### src/rtl/anf_fl_tex_mem_arb_pkg.sv
// Shared definitions for the texture memory read path: packet width,
// memory read port widths and the requester ID width helper.
package anfFl_tex_pkg;

   localparam int TEX_PKT_W  = 128;
   localparam int TEX_ADDR_W = 32;
   localparam int TEX_DATA_W = TEX_PKT_W;

   // A single requester still needs one ID bit so the tag FIFO has a real width.
   function automatic int req_id_w(input int num_req);
      return (num_req <= 1) ? 1 : $clog2(num_req);
   endfunction

endpackage

### src/rtl/anf_fl_tex_mem_arb_tag_fifo.sv
// In-order tag FIFO holding requester IDs of reads in flight; push and pop
// may happen in the same cycle, occupancy is exposed as a registered count.
module anf_fl_tag_fifo #(
   parameter int WIDTH = 2,
   parameter int DEPTH = 4
) (
   input  logic                     clk,
   input  logic                     reset,
   input  logic                     push,
   input  logic [WIDTH-1:0]         push_data,
   input  logic                     pop,
   output logic [WIDTH-1:0]         pop_data,
   output logic                     full,
   output logic                     empty,
   output logic [$clog2(DEPTH):0]   count
);

   localparam int             PTR_W     = $clog2(DEPTH);
   localparam logic [PTR_W:0] DEPTH_CNT = (PTR_W+1)'(DEPTH);

   logic [WIDTH-1:0] store [DEPTH];
   logic [PTR_W-1:0] wr_ptr;
   logic [PTR_W-1:0] rd_ptr;
   logic             do_push;
   logic             do_pop;

   assign do_push  = push & ~full;
   assign do_pop   = pop & ~empty;
   assign full     = (count == DEPTH_CNT);
   assign empty    = (count == '0);
   assign pop_data = store[rd_ptr];

   always_ff @(posedge clk) begin
      if (do_push) store[wr_ptr] <= push_data;
   end

   // Pointers wrap naturally because DEPTH is a power of two.
   always_ff @(posedge clk or posedge reset) begin
      if (reset) begin
         wr_ptr <= '0;
         rd_ptr <= '0;
         count  <= '0;
      end else begin
         if (do_push) wr_ptr <= wr_ptr + 1'b1;
         if (do_pop)  rd_ptr <= rd_ptr + 1'b1;
         case ({do_push, do_pop})
            2'b10:   count <= count + 1'b1;
            2'b01:   count <= count - 1'b1;
            default: count <= count;
         endcase
      end
   end

endmodule

### src/rtl/anf_fl_tex_mem_arb.sv
// Round-robin arbiter sharing the texture memory read port between the
// colour packet fetchers; in-order responses are routed back by tag.
module anf_fl_tex_mem_arb
   import anfFl_tex_pkg::*;
#(
   parameter int NUM_REQ = 4,
   parameter int ADDR_W  = TEX_ADDR_W,
   parameter int DATA_W  = TEX_DATA_W,
   parameter int MAX_OUT = 4
) (
   input  logic                        clk,
   input  logic                        reset,
   input  logic [NUM_REQ-1:0]          req_valid,
   output logic [NUM_REQ-1:0]          req_ready,
   input  logic [NUM_REQ*ADDR_W-1:0]   req_addr,
   output logic [NUM_REQ-1:0]          rsp_valid,
   input  logic [NUM_REQ-1:0]          rsp_ready,
   output logic [DATA_W-1:0]           rsp_data,
   output logic                        mem_rd_valid,
   input  logic                        mem_rd_ready,
   output logic [ADDR_W-1:0]           mem_rd_addr,
   input  logic                        mem_rsp_valid,
   output logic                        mem_rsp_ready,
   input  logic [DATA_W-1:0]           mem_rsp_data,
   output logic [$clog2(MAX_OUT):0]    outstanding,
   output logic                        err_orphan
);

   localparam int                ID_W        = req_id_w(NUM_REQ);
   localparam logic [ID_W:0]     NUM_REQ_EXT = (ID_W+1)'(NUM_REQ);
   localparam logic [ID_W-1:0]   LAST_ID     = ID_W'(NUM_REQ-1);

   logic [ADDR_W-1:0]  addr_arr [NUM_REQ];
   logic [NUM_REQ-1:0] eligible;
   logic [ID_W-1:0]    rr_ptr;
   logic [ID_W-1:0]    winner;
   logic [ID_W-1:0]    head_id;
   logic [ID_W:0]      scan;
   logic               found;
   logic               issue;
   logic               rsp_fire;
   logic               fifo_full;
   logic               fifo_empty;

   for (genvar g = 0; g < NUM_REQ; g++) begin : g_addr
      assign addr_arr[g] = req_addr[g*ADDR_W +: ADDR_W];
   end

   // Scan from rr_ptr upward with wrap; the full check uses registered occupancy,
   // and reset is folded in so every request-side output drops immediately.
   always_comb begin
      eligible = req_valid & {NUM_REQ{~fifo_full & ~reset}};
      winner   = '0;
      found    = 1'b0;
      scan     = '0;
      for (int k = 0; k < NUM_REQ; k++) begin
         scan = {1'b0, rr_ptr} + (ID_W+1)'(k);
         if (scan >= NUM_REQ_EXT) scan = scan - NUM_REQ_EXT;
         if (!found && eligible[scan[ID_W-1:0]]) begin
            found  = 1'b1;
            winner = scan[ID_W-1:0];
         end
      end
   end

   assign mem_rd_valid = found;
   assign mem_rd_addr  = addr_arr[winner];
   assign issue        = mem_rd_valid & mem_rd_ready;
   assign rsp_data     = mem_rsp_data;

   always_comb begin
      req_ready = '0;
      if (issue) req_ready[winner] = 1'b1;
   end

   // With nothing outstanding a memory beat is an orphan: swallow it so memory
   // cannot wedge, and show it to no requester.
   always_comb begin
      rsp_valid     = '0;
      rsp_fire      = 1'b0;
      mem_rsp_ready = 1'b0;
      if (!reset) begin
         if (fifo_empty) begin
            mem_rsp_ready = mem_rsp_valid;
         end else begin
            mem_rsp_ready      = rsp_ready[head_id];
            rsp_valid[head_id] = mem_rsp_valid;
            rsp_fire           = mem_rsp_valid & rsp_ready[head_id];
         end
      end
   end

   always_ff @(posedge clk or posedge reset) begin
      if (reset) begin
         rr_ptr     <= '0;
         err_orphan <= 1'b0;
      end else begin
         if (issue) rr_ptr <= (winner == LAST_ID) ? '0 : winner + 1'b1;
         if (mem_rsp_valid && fifo_empty) err_orphan <= 1'b1;
      end
   end

   anf_fl_tag_fifo #(
      .WIDTH (ID_W),
      .DEPTH (MAX_OUT)
   ) u_tag_fifo (
      .clk       (clk),
      .reset     (reset),
      .push      (issue),
      .push_data (winner),
      .pop       (rsp_fire),
      .pop_data  (head_id),
      .full      (fifo_full),
      .empty     (fifo_empty),
      .count     (outstanding)
   );

endmodule

### config.mk
export PLATFORM = sky130hd
export DESIGN_NAME = anf_fl_tex_mem_arb
export DESIGN_NICKNAME = d
export VERILOG_FILES = /design/src/rtl/anf_fl_tex_mem_arb_pkg.sv /design/src/rtl/anf_fl_tex_mem_arb_tag_fifo.sv /design/src/rtl/anf_fl_tex_mem_arb.sv
export SDC_FILE = /design/constraint.sdc
export NUM_CORES = 1
export LEC_CHECK = 0
export ABC_AREA = 1
export CELL_PAD_IN_SITES_DETAIL_PLACEMENT = 1
export CELL_PAD_IN_SITES_GLOBAL_PLACEMENT = 1
export CORE_AREA = 2 2 173 175
export DETAILED_ROUTE_END_ITERATION = 10
export DIE_AREA = 0 0 175 177
export GPL_TIMING_DRIVEN = 0
export PLACE_DENSITY_LB_ADDON = 0.2
export SLEW_MARGIN = 20
export SYNTH_ARGS = -nofsm -noshare
export SYNTH_HDL_FRONTEND = slang
export SYNTH_HIERARCHICAL = 1
export SYNTH_SLANG_ARGS = --single-unit
export TNS_END_PERCENT = 1
### constraint.sdc
create_clock -name clk -period 2.7 [get_ports clk]
set_clock_uncertainty 0.2 [all_clocks]
set_input_delay 0.675 -clock clk [delete_from_list [all_inputs] [get_ports clk]]
set_output_delay 0.675 -clock clk [all_outputs]
set_load 0.02 [all_outputs]
# --- After elaboration in Yosys (flattened, before gate mapping) ---
# Memories as Yosys holds them, arrays and structs flattened.
# Index checks and enable logic that the tools add are counted.
word_totals:
  n_memories: 1
  inputBits: 268
  wordCells: 97
  ramBits: 8
  register_bits: 10
memory_table:
  columns: ["name", "depth", "word_bits", "read_ports", "rd_clocked_by_memory_dff", "wr", "line_no", "rtl"]
  rows:
  - ["u_tag_fifo.store", 4, 2, 1, 0, 1, "anf_fl_tex_mem_arb_tag_fifo.sv:21", "logic [WIDTH-1:0] store [DEPTH];"]
classes:
  n_lt_le_gt_ge: 13
  add_sub_neg: 12
  n_mux: 40
  reduce_logical: 11
  n_bitwise: 11
  eq_ne: 4
ops:
  columns: ["operator", "count"]
  rows:
  - ["binary-select mux 32 bit (select 2 bit)", 1]
  - ["2-to-1 mux 32 bit", 2]
  - ["less-than comparator 2 x 3 -> 1 bit (second input constant)", 6]
  - ["2-to-1 mux 2 bit", 9]
  - ["2-to-1 mux 1 bit", 17]
  - ["greater-or-equal comparator 3 bit (second input constant)", 4]
  - ["2-to-1 mux 4 bit", 3]
  - ["binary-select mux 1 bit (select 2 bit)", 5]
  - ["bitwise AND 4 bit", 2]
  - ["subtractor 2 x 1 -> 2 bit (second input constant)", 4]
  - ["adder 2 x 1 -> 2 bit (second input constant)", 3]
  - ["adder 2 x 2 -> 3 bit (second input constant)", 2]
  - ["logical AND 1 bit", 6]
  - ["case mux 3 bit (2 select lines)", 1]
  - ["bitwise AND 1 bit", 5]
  - ["demux 1 bit (select 2 bit)", 2]
  - ["== test 2 bit (second input constant)", 2]
  - ["greater-or-equal comparator 2 x 1 -> 1 bit (second input constant)", 2]
  - ["adder 2 x 1 -> 3 bit (second input constant)", 1]
  - ["adder 3 x 1 -> 3 bit (second input constant)", 1]
  - ["== test 3 bit (second input constant)", 1]
  - ["greater-or-equal comparator 2 x 3 -> 1 bit (second input constant)", 1]
  - ["logical NOT 1 bit", 3]
  - ["logical NOT 3 bit", 1]
  - ["5 further kinds", 7]

# --- Longest topological paths before layout ---
# Gate-level depths: netlist of the first run.
logic_depth:
  depth_word: 21
  mapped_depth: 21

# --- By module ---
# The synthesis of the first run kept the hierarchy.
by_module_without_submodules:
  columns: ["mod", "instances", "area_per_inst_um2", "cells_per_inst", "seq_area_each_um2"]
  rows:
  - ["anf_fl_tex_mem_arb", 1, 3050.4, 573, 75.1]
  - ["anf_fl_tag_fifo", 1, 788.3, 85, 415.4]

# --- Worst setup path before layout of the first run ---
# No wires, ideal clock.
synth_timing:
  path_kind: "register to output"
  from: "reg u_tag_fifo.count[0]"
  to: "out req_ready[0]"
  arrival_ps: 2315
  setup_slack_ps: -490
  path_stages_with_launch: 16
  path_buffers: 1
  cell_sequence: "dfrtp_1 -> inv_2 -> nand3_2 -> inv_1 -> nor2_4 -> nand3_1 -> nand2_1 -> nand2_1 -> nand2_2 -> nor2_4 -> nor2_1 -> nand2_2 -> nand2_2 -> buf_4 -> inv_2 -> nor3_1"
synth_between:
  elab_chain_cells: 21
  elab_cells_between_ends: 33
synth_lines:
  columns: ["element", "line_no", "rtl"]
  rows:
  - ["start, declared", "anf_fl_tex_mem_arb_tag_fifo.sv:15", "output logic [$clog2(DEPTH):0] count"]
  - ["start signal, assigned", "anf_fl_tex_mem_arb_tag_fifo.sv:47", "2'b10: count <= count + 1'b1;"]
  - ["start signal, assigned", "anf_fl_tex_mem_arb_tag_fifo.sv:48", "2'b01: count <= count - 1'b1;"]
  - ["start signal, assigned", "anf_fl_tex_mem_arb_tag_fifo.sv:49", "default: count <= count;"]
  - ["== test 3 bit *", "anf_fl_tex_mem_arb_tag_fifo.sv:29", "assign full = (count == DEPTH_CNT);"]
  - ["named net fifo_full", "anf_fl_tex_mem_arb.sv:42", "logic fifo_full;"]
  - ["NOT 1 bit *", "anf_fl_tex_mem_arb.sv:52", "eligible = req_valid & {NUM_REQ{~fifo_full & ~reset}};"]
  - ["bitwise AND 1 bit *", "anf_fl_tex_mem_arb.sv:52", null]
  - ["bitwise AND 4 bit *", "anf_fl_tex_mem_arb.sv:52", null]
  - ["binary-select mux 1 bit (select 2 bit)", "anf_fl_tex_mem_arb.sv:59", "if (!found && eligible[scan[ID_W-1:0]]) begin"]
  - ["2-to-1 mux 1 bit (implied by the code)", "anf_fl_tex_mem_arb.sv:59", null]
  - ["2-to-1 mux 1 bit", "anf_fl_tex_mem_arb.sv:59", null]
  - ["[... 7 more ...]", null, null]
  - ["logical AND 1 bit", "anf_fl_tex_mem_arb.sv:59", null]
  - ["2-to-1 mux 2 bit *", "anf_fl_tex_mem_arb.sv:59", null]
  - ["named net winner[0]", "anf_fl_tex_mem_arb.sv:36", "logic [ID_W-1:0] winner;"]
  - ["less-than comparator 2 x 3 -> 1 bit (implied by the code) / greater-or-equal comparator 2 x 1 -> 1 bit (equally long branches)", "anf_fl_tex_mem_arb.sv:73", "if (issue) req_ready[winner] = 1'b1;"]
  - ["logical AND 1 bit (implied by the code)", "anf_fl_tex_mem_arb.sv:73", null]
  - ["2-to-1 mux 1 bit (implied by the code)", "anf_fl_tex_mem_arb.sv:73", null]
  - ["demux 1 bit (select 2 bit) *", "anf_fl_tex_mem_arb.sv:73", null]
  - ["2-to-1 mux 4 bit *", "anf_fl_tex_mem_arb.sv:73", null]
  - ["end, declared", "anf_fl_tex_mem_arb.sv:14", "output logic [NUM_REQ-1:0] req_ready,"]
# Mark *: on every way through the listed nets, which the timed path passes. The rest lies on a longest branch. The select of a mux whose other input is x is not followed.

# --- Worst setup path in the final report of the first run ---
layout_timing:
  from: "reg u_tag_fifo.count[0]"
  to: "out mem_rd_addr[30]"
layout_between:
  elab_chain_cells: 20
  elab_cells_between_ends: 29
layout_lines:
  columns: ["element", "line_no", "rtl"]
  rows:
  - ["== test 3 bit *", "anf_fl_tex_mem_arb_tag_fifo.sv:29", null]
  - ["named net fifo_full", "anf_fl_tex_mem_arb.sv:42", null]
  - ["NOT 1 bit *", "anf_fl_tex_mem_arb.sv:52", null]
  - ["bitwise AND 1 bit *", "anf_fl_tex_mem_arb.sv:52", null]
  - ["bitwise AND 4 bit *", "anf_fl_tex_mem_arb.sv:52", null]
  - ["binary-select mux 1 bit (select 2 bit)", "anf_fl_tex_mem_arb.sv:59", null]
  - ["2-to-1 mux 1 bit (implied by the code)", "anf_fl_tex_mem_arb.sv:59", null]
  - ["2-to-1 mux 1 bit", "anf_fl_tex_mem_arb.sv:59", null]
  - ["[... 4 more ...]", null, null]
  - ["logical AND 1 bit", "anf_fl_tex_mem_arb.sv:59", null]
  - ["2-to-1 mux 1 bit", "anf_fl_tex_mem_arb.sv:59", null]
  - ["logical NOT 1 bit", "anf_fl_tex_mem_arb.sv:59", null]
  - ["logical AND 1 bit", "anf_fl_tex_mem_arb.sv:59", null]
  - ["2-to-1 mux 2 bit *", "anf_fl_tex_mem_arb.sv:59", null]
  - ["NOT 2 -> 3 bit (implied by the code) *", "anf_fl_tex_mem_arb.sv:67", "assign mem_rd_addr = addr_arr[winner];"]
  - ["binary-select mux 32 bit (select 2 bit) *", "anf_fl_tex_mem_arb.sv:67", null]
  - ["2-to-1 mux 32 bit (implied by the code) * (2 in series)", "anf_fl_tex_mem_arb.sv:67", null]
  - ["end, declared", "anf_fl_tex_mem_arb.sv:21", "output logic [ADDR_W-1:0] mem_rd_addr,"]
# Marked as above.

==> results of run 1 <==
-- how the worst max path moves through the flow --
| stage | depth (start not counted) | endpoint | slack, ns | from |
|---|---|---|---|---|
| 4_1_cts | 13 | req_ready[3] | -0.93 | req_valid[3] |
| 2_1_floorplan | 13 | req_ready[3] | -0.20 | reset |
| 3_5_place_dp | 15 | mem_rd_addr[22] | -1.78 | reset |
| 3_3_place_gp | 14 | mem_rd_addr[16] | -1.78 | reset |
| 6_report | 20 | mem_rd_addr[30] | -0.68 | u_tag_fifo/count[0] |
| 5_1_grt | 20 | mem_rd_addr[25] | -0.87 | u_tag_fifo/count[0] |
-- metrics by stage --
stage / hold WS (ns) / cell area [um2] / total power, mW / util (%) / setup TNS (ns)
floorplan: 0.2367 / 4011 / 5.760 / - / -6.506
global placement: 0.2455 / 7632 / 9.323 / 26.10 / -77.03
detailed placement: 0.2529 / 7632 / 9.328 / 26.10 / -76.61
CTS: 0.2678 / 7765 / 9.638 / 26.55 / -31.61
global route: 0.2097 / 8182 / 11.49 / 27.98 / -30.40
finish: 0.1910 / 8182 / 10.46 / 27.98 / -23.66
-- logic make-up (layout without fill, tap and decap cells) --
logic type / count (synthesis) / after routing / share of synthesized area [%]
adders and majority gates: 7 / 7 / 2.477
DFF: 18 / 18 / 12.78
buffers and inverters: 257 / 592 / 40.68
AOI/OAI and AO/OA: 11 / 11 / 2.086
xor gates and xnor gates: 1 / 1 / 0.2282
and+or+nand+nor: 364 / 364 / 41.75
-- final cells by class --
class,count,area share (%)
Sequential cell,18,6.041
Multi-Input combinational cell,383,25.98
Clock buffer,3,0.9176
Buffer,157,16.62
Clock inverter,1,0.04588
Inverter,100,4.833
Tap cell,390,5.964
Timing Repair Buffer,331,39.59
-- Yosys cell counts (all sizes together) --
library cell  count  area [um2]
a21boi            1       11.26
a21oi             2       13.76
a221o             1       10.01
buf             156        1180
clkbuf            1       3.750
dfrtp            10       250.2
edfxtp            8       240.2
fa                1       20.02
ha                6       75.07
inv             100       377.9
nand2           218       838.3
nand3           124       648.1
nand4             3       18.77
nor2             14       67.56
nor3              5       30.03
o211ai            4       30.03
o21ai             3       15.01
xnor2             1       8.760
-- per-layer routing --
metal  vias to the layer above  track usage (%)  part of all wire (%)
li1                       2562                -                     -
met1                      2296            13.77                    39
met2                       209            21.26                    51
met3                         6            3.393                   9.0
met4                         0           0.9375                  0.44
met5                         -                0                     0
-- repair_timing --
action,4_1_cts,5_1_grt
gates cloned,0,1
pin swaps,4,23
setup buffers,4,13
endpoints found under the hold margin,0,0
hold buffers,0,0
endpoints found under the setup margin,59,55
resized for setup,191,143
-- worst max-delay path, stage by stage, from the launching register on --
cell and delay, ns:
dfrtp_2 0.43, inv_4 0.08, nand3_4 0.11, inv_4 0.07, nor2_4 0.03, buf_12 0.14
nand3_4 0.10, nand2_4 0.06, nand2_2 0.07, nand2_4 0.06, nor2_4 0.13, nor2_1 0.06
nand2_2 0.12, nand2_4 0.11, buf_12 0.16, buf_4 0.15, nand2_1 0.05, nand2_1 0.05
nand2_1 0.07, nand2_2 0.05, buf_6 0.13
-- flip-flops by register name, summed over array words and instances (netlist names) --
| register | count |
|---|---|
| rr_ptr | 2 |
| err_orphan | 1 |
| u_tag_fifo/rd_ptr | 2 |
| u_tag_fifo/store | 8 |
| u_tag_fifo/count | 3 |
| u_tag_fifo/wr_ptr | 2 |
-- report_power, final --
group | internal (mW) | leakage [nW] | total [mW] | switching (mW)
combinational | 4.15 | 3.83 | 9.61 | 5.46
clock | 0.197 | 0.0385 | 0.305 | 0.107
sequential | 0.444 | 0.189 | 0.545 | 0.101
total | 4.80 | 4.06 | 10.5 | 5.67
==> key figures, run 1 <==
Worst setup path
  • Worst Reg-to-Reg Cells: 22
  • R2R Path End: u_tag_fifo/count[2]
  • Critical Path End Type: primary output
  • R2r startpoint: u_tag_fifo/count[0]
  • Arrival @ worst endpoint: 2.51 ns
  • Max FO, Critical Path: 8
  • WP data required: 1.82 ns
  • CP Launch Type: flip-flop
  • Critical path type: flip-flop to primary output
  • Reg-to-reg setup timing slack: -0.33 ns

Clock network
  • H-tree depth: 1
  • Clock slew at reported path FFs: 0.06 ns
  • CTS tree: yes
  • Clk root buf: clkbuf_16
  • Clock Latency Late Sink: 0.26 ns
  • Clock sinks: 18
  • Clock buffer depth: 2
  • Number of buffers created by CTS: 3

STA
  • Final hold violation count: 0
  • Final worst slack: -0.6824 ns
  • Slew headroom: 78.42%
  • Max frequency: 295.6 MHz
  • Tcrit/Tclk final: 125.3%
  • Fin. max-slew vios: 0
  • Unrepaired setup endpoints after global routing: yes
  • # setup viols final: 39
  • Tightest Pin Transition: 0.3238 ns
  • Final min period: 3.382 ns

Place
  • Pre-CTS WS: -1.784 ns
  • Detailed placement HPWL: 16,510 um
  • Port bufs: 313
  • Placed cells: 1,361
  • Gpl congestion: 0.7532

Floorplan
  • Die Width: 175 um
  • Core box area: 29,240 um2
  • Die Y: 177 um
  • Die area: 30,980 um2
  • Cell Rows: 63
  • Io pins: 442
  • Initial Utilization: 13.13%

Route
  • DRT antenna net count: 0
  • First-pass DRT Iterations: 4
  • Routed WL: 19,340 um
  • WL/cell: 13.98 um
  • Vias: 5,073
  • Vias/cell: 3.668
  • DRC viols: 0
  • Initial DRC Count: 108

Cells and area
  • Layout cell share with drive strength beyond 1: 31.92%
  • Commonest non-fill, non-tap cell in the layout: clkdlybuf4s50_1
  • Nets: 1,269
  • Storage cell area: 494.2 um2
  • Commonest non-fill, non-tap cells in the layout: 266 x clkdlybuf4s50_1, 169 x nand2_1, 162 x buf_4
  • Layout filler cell count: 3,570
  • Layout area overhead: 113.1%
  • Non-Filler Instances: 1,383
  • Diodes inserted: 0
  • Footprint of the multi-input gates: 2126 um2

Global route
  • Largest net degree at the start of global routing: 11
  • First-pass GRT wire length: 28,650 um
  • GRT Total Usage: 11.56%
  • Gr ovfl total: 0
  • Initial antenna violation count: 0
  • Vias in the first global route: 5,190

Run
  • MaxCap Viol Count: 0

Min path
  • Worst hold path class: input port to async pin

Outcome
  • Status: finished, violations left
  • Failing checks: negative setup slack

Synth
  • Yosys warns: 6
  • Flops & latches, synth: 18
  • Sequential-to-total area share from yosys stat: 12.78%
  • Post-Syn Area: 3839 um2
  • Mapped Cells: 658
  • Post-synth cell types: 29
  • Avg Synthesized Cell Area: 5.834 um2
  • Post-Syn Nets: 933

Power and ir drop
  • PwrDens: 1279 nW/um2
  • Maximum vdd drop: 0.5426 mV
  • LEAKAGE: 4.060 nW
No activity file was read; power rests on OpenSTA's default activity.
==> run 2, diff against run 1 <==
==> constraint.sdc (replaced) <==
create_clock -name clk -period 2.7 [get_ports clk]
set_clock_uncertainty 0.2 [all_clocks]
set_input_delay 0.27 -clock clk [delete_from_list [all_inputs] [get_ports clk]]
set_output_delay 0.27 -clock clk [all_outputs]
set_load 0.02 [all_outputs]
==> key figures, run 2 (synthesized netlist as in run 1, its figures left out) <==
Power and ir drop
  • LEAKAGE: 4.248 nW
  • Tot Pwr: 12.00 mW
  • Internal: 5.799 mW
  • Logic pwr share: 93.1%
  • P_sw: 6.203 mW
  • PwrDens: 1383 nW/um2
  • Net Sw Frac: 51.68%
  • Reg power frac: 4.4%
  • Clock power share: 2.4%
  • Maximum vdd drop: 0.8085 mV

Cells and area
  • Footprint of the multi-input gates: 2261 um2
  • Layout cell share with drive strength beyond 1: 35.81%
  • Diodes inserted: 0
  • Largest Register: u_tag_fifo/store
  • Commonest non-fill, non-tap cell in the layout: clkdlybuf4s50_1
  • Largest register FFs: 8
  • Commonest non-fill, non-tap cells in the layout: 273 x clkdlybuf4s50_1, 158 x nand2_1, 157 x buf_4
  • Storage cell area: 494.2 um2
  • Layout area overhead: 126.0%
  • Regs by FF count: u_tag_fifo/store x8, u_tag_fifo/count x3
  • Layout filler cell count: 3,567
  • Nets: 1,287

STA
  • Final min period: 2.971 ns
  • Max frequency: 336.6 MHz
  • Fin. max-slew vios: 0
  • # setup viols final: 39
  • Tightest Pin Transition: 0.3008 ns
  • Final hold violation count: 0
  • Unrepaired setup endpoints after global routing: yes
  • Slew headroom: 79.95%
  • Final worst slack: -0.2708 ns
  • Tcrit/Tclk final: 110.0%

Route
  • Initial DRC Count: 103
  • Vias/cell: 3.664
  • DRT antenna net count: 0
  • Routed WL: 20,560 um
  • DRC viols: 0
  • Vias: 5,133
  • First-pass DRT Iterations: 4
  • WL/cell: 14.68 um

Floorplan
  • Core box area: 29,240 um2
  • Io pins: 442
  • Die Y: 177 um
  • Cell Rows: 63
  • Die area: 30,980 um2
  • Initial Utilization: 13.13%
  • Die Width: 175 um

Worst setup path
  • Crit-path slowest cell: dfrtp_2
  • Critical path buffers and inverters: 4
  • Arrival @ worst endpoint: 2.50 ns
  • Critical Path End Type: primary output
  • Worst path cell trace: nand3_4, inv_2, nor2_4, nand3_2, nand3_2, nand2_4, nor2_4, nor2_4, nand2_4, nand2_8, buf_12, buf_12, nand2_4, nand3_2, nand2_2, buf_6
  • CP Launch Type: flip-flop
  • Max FO, Critical Path: 8
  • Top delay family on crit path: simple AND/OR/NAND/NOR gates
  • WP data required: 2.23 ns
  • CP peak stage delay: 0.42 ns
  • Critical path type: flip-flop to primary output

Place
  • Gpl congestion: 0.7660
  • Detailed placement HPWL: 16,790 um
  • Pre-CTS WS: -1.068 ns
  • Port bufs: 313

Clock network
  • Clock Latency Late Sink: 0.24 ns
  • Number of buffers created by CTS: 3
  • Clock slew at reported path FFs: 0.05 ns
  • CTS tree: yes
  • H-tree depth: 1
  • Clock sinks: 18
  • Clk root buf: clkbuf_16
  • Clock buffer depth: 2

Min path
  • Worst hold path class: input port to async pin

Global route
  • Vias in the first global route: 5,298
  • GRT Total Usage: 12.11%
  • Gr ovfl total: 0
  • Initial antenna violation count: 0
  • Largest net degree at the start of global routing: 11
  • First-pass GRT wire length: 29,560 um

Run
  • MaxCap Viol Count: 0

Outcome
  • Status: finished, violations left
  • Failing checks: negative setup slack
[run 2: what timing repair did]
| item | 4_1_cts | 5_1_grt |
|---|---|---|
| resized for setup | 332 | 63 |
| hold buffers | 1 | 0 |
| endpoints found under the setup margin | 42 | 41 |
| buffers inserted | 24 | 5 |
| hold endpoints to repair | 3 | 0 |
| pin swaps | 42 | 28 |
| cloned | 4 | 2 |
[run 2: through the flow]
stage / util, % / TNS [ns] / cells / cell area [um2] / hold WS, ns
after global placement: 25.85 / -38.12 / 1361 / 7559 / 0.2479
final: 29.67 / -8.500 / 1401 / 8676 / 0.01610
after global routing: 29.67 / -14.75 / 1401 / 8676 / 0.04288
after floorplan: - / -0.001448 / 658 / 3938 / -0.1683
after detailed placement: 25.85 / -38.50 / 1361 / 7559 / 0.2526
after CTS: 28.64 / -9.973 / 1394 / 8374 / 0.02581
[run 2: power by group through the flow]
stage	Clock, mW	Combinational [mW]	Sequential [mW]
final	0.292	11.2	0.531
after global routing	0.317	12.2	0.552
after CTS	0.300	10.7	0.530
after detailed placement	0	8.57	0.544
after global placement	0	8.55	0.541
after floorplan	0	4.90	0.550
[run 2: cell type report]
class	count	area share, %
clock inverters	1	0.04327
repair buffers	349	41.38
flip-flops and latches	18	5.697
multi-input cells	383	26.06
inverters	100	4.615
clock buffers	3	0.8653
well taps	390	5.624
plain buffers	157	15.72
[run 2: path summary, 6_finish.rpt]
check	cells after the start	slack [ns]	from	end
setup reg to reg	20	-0.17	u_tag_fifo/count[2]	rr_ptr[0]
max in group asynchronous	3	1.52	reset	rr_ptr[1]
hold reg to reg	2	0.26	err_orphan	err_orphan
hold / removal	2	0.02	reset	u_tag_fifo/wr_ptr[0]
min in group clk	2	0.26	err_orphan	err_orphan
setup / recovery	16	-0.27	u_tag_fifo/count[2]	mem_rd_addr[5]
[run 2: metal layers]
metal  routed length [um]  global-route usage (%)
met5                    0                       0
met4                   61                   1.181
met3                 1853                   4.016
met1                 7877                   13.84
met2                10770                   22.58
==> run 3, diff against run 2 <==
--- a/config.mk
+++ b/config.mk
@@ -8,9 +8,10 @@
 export ABC_AREA = 1
 export CELL_PAD_IN_SITES_DETAIL_PLACEMENT = 1
 export CELL_PAD_IN_SITES_GLOBAL_PLACEMENT = 1
-export CORE_AREA = 2 2 173 175
+export CORE_AREA = 2 2 172 174
 export DETAILED_ROUTE_END_ITERATION = 10
-export DIE_AREA = 0 0 175 177
+export DIE_AREA = 0 0 174 176
+export DONT_BUFFER_PORTS = 1
 export GPL_TIMING_DRIVEN = 0
 export PLACE_DENSITY_LB_ADDON = 0.2
 export SLEW_MARGIN = 20
==> key figures, run 3 (synthesized netlist as in run 1, its figures left out) <==
Worst setup path
  • Critical path type: flip-flop to primary output
  • Worst path cell trace: nand3_4, inv_2, nor2_4, buf_12, nand3_4, nand2_2, nand2_2, nand2_4, nor2_4, a21boi_4, nand3_4, buf_12, buf_4, nor3_4
  • Most used cell along the critical path: nand3_4
  • Max FO, Critical Path: 8
  • Worst Reg-to-Reg Cells: 22
  • WP data required: 2.23 ns
  • Critical Path End Type: primary output
  • CP peak stage delay: 0.49 ns
  • Arrival @ worst endpoint: 2.53 ns
  • Crit-path slowest cell: dfrtp_2
  • CP Launch Type: flip-flop

STA
  • Final min period: 2.999 ns
  • Unrepaired setup endpoints after global routing: yes
  • Tightest Pin Transition: 0.6285 ns
  • Slew headroom: 57.78%
  • Tcrit/Tclk final: 111.1%
  • Fin. max-slew vios: 0
  • Max frequency: 333.4 MHz
  • Final worst slack: -0.2991 ns
  • Final hold violation count: 0
  • # setup viols final: 38

Route
  • Metal2 WL: 9347 um
  • First-pass DRT Iterations: 4
  • WL met1: 7069 um
  • Routed WL: 17,670 um
  • Initial DRC Count: 64
  • Met3 Routed Length: 1205 um
  • DR top layer: met4
  • WL/cell: 16.57 um
  • DRC viols: 0
  • Vias/cell: 3.743
  • Vias: 3,990
  • DRT antenna net count: 0

Global route
  • Gr ovfl total: 0
  • Initial antenna violation count: 0
  • Vias in the first global route: 4,181
  • GRT Total Usage: 10.61%
  • First-pass GRT wire length: 25,240 um
  • Largest net degree at the start of global routing: 11

Cells and area
  • Commonest non-fill, non-tap cell in the layout: nand2_1
  • Final instance area: 5274 um2
  • Nets: 958
  • Layout area overhead: 37.39%
  • Largest Register: u_tag_fifo/store
  • Largest register FFs: 8
  • Regs by FF count: u_tag_fifo/store x8, u_tag_fifo/count x3
  • Commonest non-fill, non-tap cells in the layout: 168 x nand2_1, 144 x buf_4, 94 x nand3_1
  • Layout cell share with drive strength beyond 1: 41.79%
  • Diodes inserted: 0
  • Post-Route Utilization: 18.47%

Floorplan
  • Die Width: 174 um
  • Initial Utilization: 13.45%
  • Die area: 30,620 um2
  • Core box area: 28,550 um2
  • Cell Rows: 62
  • Io pins: 442
  • Die Y: 176 um

Clock network
  • H-tree depth: 1
  • Number of buffers created by CTS: 3
  • Clock sinks: 18
  • CTS tree: yes
  • Clock Latency Late Sink: 0.25 ns
  • Clk root buf: clkbuf_16
  • Clock buffer depth: 2
  • Clock slew at reported path FFs: 0.05 ns

Outcome
  • Failing checks: negative setup slack
  • Status: finished, violations left

Power and ir drop
  • LEAKAGE: 2.786 nW
  • Maximum vdd drop: 0.6032 mV
  • PwrDens: 1736 nW/um2

Place
  • Port bufs: 0
  • Gpl congestion: 0.7267
  • Detailed placement HPWL: 15,000 um
  • Placement Cell Area: 4418 um2

Min path
  • Worst Hold Depth: 3
  • Worst hold path class: input port to flip-flop

Run
  • MaxCap Viol Count: 0
==> run 3: changes by cell type in the layout (fill, tap and decap cells not counted), moves of 10 or more <==
cell / before / now
nand2_1: 158 / 168
buf_4: 157 / 144
buf_6: 46 / 15
nand2_2: 48 / 31
clkdlybuf4s50_1: 273 / 0
nand3_2: 39 / 21
nand3_1: 83 / 94
==> run 3: critical path: cells and delay by family (launching register included) <==
family | cells | cell delay (ns)
AO/OA/AOI/OAI | 1 | 0.15
flip-flops | 1 | 0.49
AND/OR/NAND/NOR | 9 | 1.10
buffers and inverters | 4 | 0.54
==> run 3: what timing repair did <==
item                                    in CTS  in global routing
pin swaps                                   50                 20
resized for setup                          103                 45
hold buffers                                 2                  0
endpoints found under the setup margin      42                 49
setup buffers                               18                  1
hold endpoints to repair                    11                  0
==> run 3: power breakdown <==
group          internal, mW  switching (mW)  total, mW
clock network         0.201           0.102      0.303
logic                  2.91            5.36       8.28
registers             0.444           0.131      0.575
==> run 3: metal layers <==
layer	track usage (%)	vias up
met1	13.07	1851
met5	0	-
li1	-	1935
met2	19.77	199
met4	0.7353	0
met3	2.175	5
==> run 3: path summary, 6_finish.rpt <==
| path | startpoint | to | slack, ns |
|---|---|---|---|
| hold reg to reg | u_tag_fifo/wr_ptr[1] | u_tag_fifo/wr_ptr[1] | 0.34 |
| setup / recovery | u_tag_fifo/count[2] | req_ready[0] | -0.30 |
| max in group asynchronous | reset | u_tag_fifo/count[0] | 1.78 |
| hold / removal | mem_rd_ready | rr_ptr[1] | 0.06 |
| min in group asynchronous | reset | rr_ptr[1] | 0.23 |
| setup reg to reg | u_tag_fifo/count[0] | u_tag_fifo/count[2] | -0.26 |
==> run 3: area by class of cell <==
cell class                      instances  area (um2)
Sequential cell                        18       494.2
Tap cell                              384       480.5
Fill cell                            3604       23270
Inverter                              100       392.9
Multi-Input combinational cell        383        2267
Timing Repair Buffer                   21       215.2
Clock buffer                            4       78.83
Buffer                                156        1345
==> run 3: stage by stage <==
stage	hold slack [ns]	total power, mW	setup slack (ns)	cells	setup TNS (ns)
floorplan	-0.1683	5.445	-0.001448	658	-0.001448
global placement	-0.1166	7.177	-0.4904	1042	-12.99
detailed placement	-0.1162	7.187	-0.4894	1042	-13.27
CTS	0.1202	8.944	-0.3732	1066	-11.79
global route	0.06629	10.05	-0.4719	1066	-15.83
finish	0.05504	9.154	-0.2991	1066	-9.515
==> RTL change, RTL diff (settings of run 1) <==
Reset style: synchronous (`reset`), changed in 2 clocked blocks.
--- a/src/rtl/anf_fl_tex_mem_arb_tag_fifo.sv
+++ b/src/rtl/anf_fl_tex_mem_arb_tag_fifo.sv
@@ -35,7 +35,7 @@
    end
 
    // Pointers wrap naturally because DEPTH is a power of two.
-   always_ff @(posedge clk or posedge reset) begin
+   always_ff @(posedge clk) begin
       if (reset) begin
          wr_ptr <= '0;
          rd_ptr <= '0;
--- a/src/rtl/anf_fl_tex_mem_arb.sv
+++ b/src/rtl/anf_fl_tex_mem_arb.sv
@@ -90,7 +90,7 @@
       end
    end
 
-   always_ff @(posedge clk or posedge reset) begin
+   always_ff @(posedge clk) begin
       if (reset) begin
          rr_ptr     <= '0;
          err_orphan <= 1'b0;
Formal check against the unedited RTL: differs if reset is asserted again (counterexample within 4 cycles, from zero or initial values and one cycle with reset high); with reset held inactive, the same outputs for 4 cycles.
==> RTL change against run 1 <==
The flow still finishes with violations (setup timing). Area after synthesis is 0.72% higher. Cell area up 7.3%. Critical path type is now in2out. Register-to-register slack better by 80 ps. Critical path depth is 4 lower. Sequential power fell by 16%. Routed wire length rose by 7.3%. Power is 12% lower. Sequential cell count is 2 higher. Global-route usage up 0.85 points. First-iteration DRC count rose by 6.5%. Worst setup slack gained 8.8 ps.
==> RTL change: results (changes against run 1) <==
| Metric | Value |
|---|---|
| Arr. time, crit path | `2500 ps (was 2510 ps)` |
| Met1 usage | `13.90% (was 13.77%)` |
| Post-synth ARST share | `0% (was 55.56%)` |
| Number of global-route vias before repair | `5389 (was 5190)` |
| Filler instances | `3541 (was 3570)` |
| Hold WS | `246.7 ps (was 191.0 ps)` |
| Via density | `3.667 (was 3.668)` |
| Power Sequential | `0.456 mW (was 0.545 mW)` |
| Ys flop type | `dfxtp_1 (was dfrtp_1)` |
| Final worst slack | `-673.6 ps (was -682.4 ps)` |
| Gpl congestion | `0.7380 (was 0.7532)` |
| Register-to-register setup slack | `-250 ps (was -330 ps)` |
| Post-Syn Nets | `945 (was 933)` |
| Largest net degree at the start of global routing | `12 (was 11)` |
| Worst-path maximum fanout | `10 (was 8)` |
| Worst-margin pin slew | `301.5 ps (was 323.8 ps)` |
| #FFs+latches synth | `20 (was 18)` |
| First-iteration detailed-routing DRC count | `115 (was 108)` |
| Leak | `4.137 nW (was 4.060 nW)` |
| Failing checks | `setup timing (unchanged)` |
| Crit path largest cell delay | `190 ps (was 430 ps)` |
| VDD IR max | `0.4039 mV (was 0.5426 mV)` |
| Sw Share | `50.62% (was 54.17%)` |
| First-pass GRT wire length | `30260 um (was 28650 um)` |
| Routed wire length on met2 | `11180 um (was 9942 um)` |
| Synth top cells by count | `nand2_1 (203), buf_4 (139), nand3_1 (120) (was nand2_1 (212), buf_4 (137), nand3_1 (120))` |
| # setup viols final | `41 (was 39)` |
| Worst Setup SP | `reset (was u_tag_fifo/count[0])` |
| Dpl hpwl | `17230 um (was 16510 um)` |
| Drt total wl | `20750 um (was 19340 um)` |
| Leading post-synthesis cells by cell area | `buf_4 (27%), nand2_1 (20%), nand3_1 (16%) (was buf_4 (27%), nand2_1 (21%), nand3_1 (16%))` |
| Hold/Removal Path Class | `reg2reg (was in2async)` |
| Setup_tns | `-22890 ps (was -23660 ps)` |
| Outcome | `finished, violations left (unchanged)` |
| Tot GR Track Use | `12.41% (was 11.56%)` |
-- RTL change: cell types whose count changed after synthesis, sizes merged, moves of 2 or more --
cell	run 1	this run
a21oi	2	13
dfrtp	10	0
dfxtp	0	12
inv	100	96
nand2	218	212
nand3	124	122
nor2	14	25
o211ai	4	0
o21ai	3	7
o22ai	0	2
-- RTL change: cell families (layout without fill, tap and decap cells) --
logic type / Yosys count / after routing / synth area share, %
AOI/OAI and AO/OA: 23 / 23 / 3.366
adders and majority gates: 7 / 7 / 2.460
buffers and inverters: 254 / 598 / 40.03
DFF: 20 / 20 / 12.43
and+or+nand+nor: 366 / 366 / 41.72
-- RTL change: through the flow --
stage          total power [mW]  area, um2  utilization [%]  cells  setup WS, ps
2_1_floorplan             4.408       4095                -    670        -186.4
3_5_place_dp              7.145       7716            26.39   1373         -1937
6_report                  9.176       8782            30.03   1404        -673.6
5_1_grt                   9.976       8782            30.03   1404        -805.2
4_1_cts                   8.754       8412            28.76   1401        -708.4
3_3_place_gp              7.151       7716            26.39   1373         -1926
-- RTL change: path summary, 6_finish.rpt --
check,end,cells after the start
max,mem_rd_addr[2],16
min,err_orphan,2
max reg2reg,u_tag_fifo/count[2],23
min reg2reg,err_orphan,2
-- RTL change: repair_timing --
action | in CTS | in global routing
endpoints found under the hold margin | 0 | 0
buffers inserted | 22 | 3
resized for setup | 312 | 104
setup endpoints to repair | 65 | 46
cloned | 4 | 1
pin swaps | 27 | 32
-- RTL change: cell type report --
cell class,count,share of cell area (%)
inverters,96,4.231
clock buffers,3,0.8548
clock inverters,1,0.04274
flip-flops and latches,20,5.542
plain buffers,157,15.77
repair buffers,341,40.06
well taps,390,5.556
multi-input cells,396,27.94
-- RTL change: critical path: cells and delay by family --
kind | cells | cell delay [ps]
simple gates | 11 | 1110
buf+inv | 5 | 690
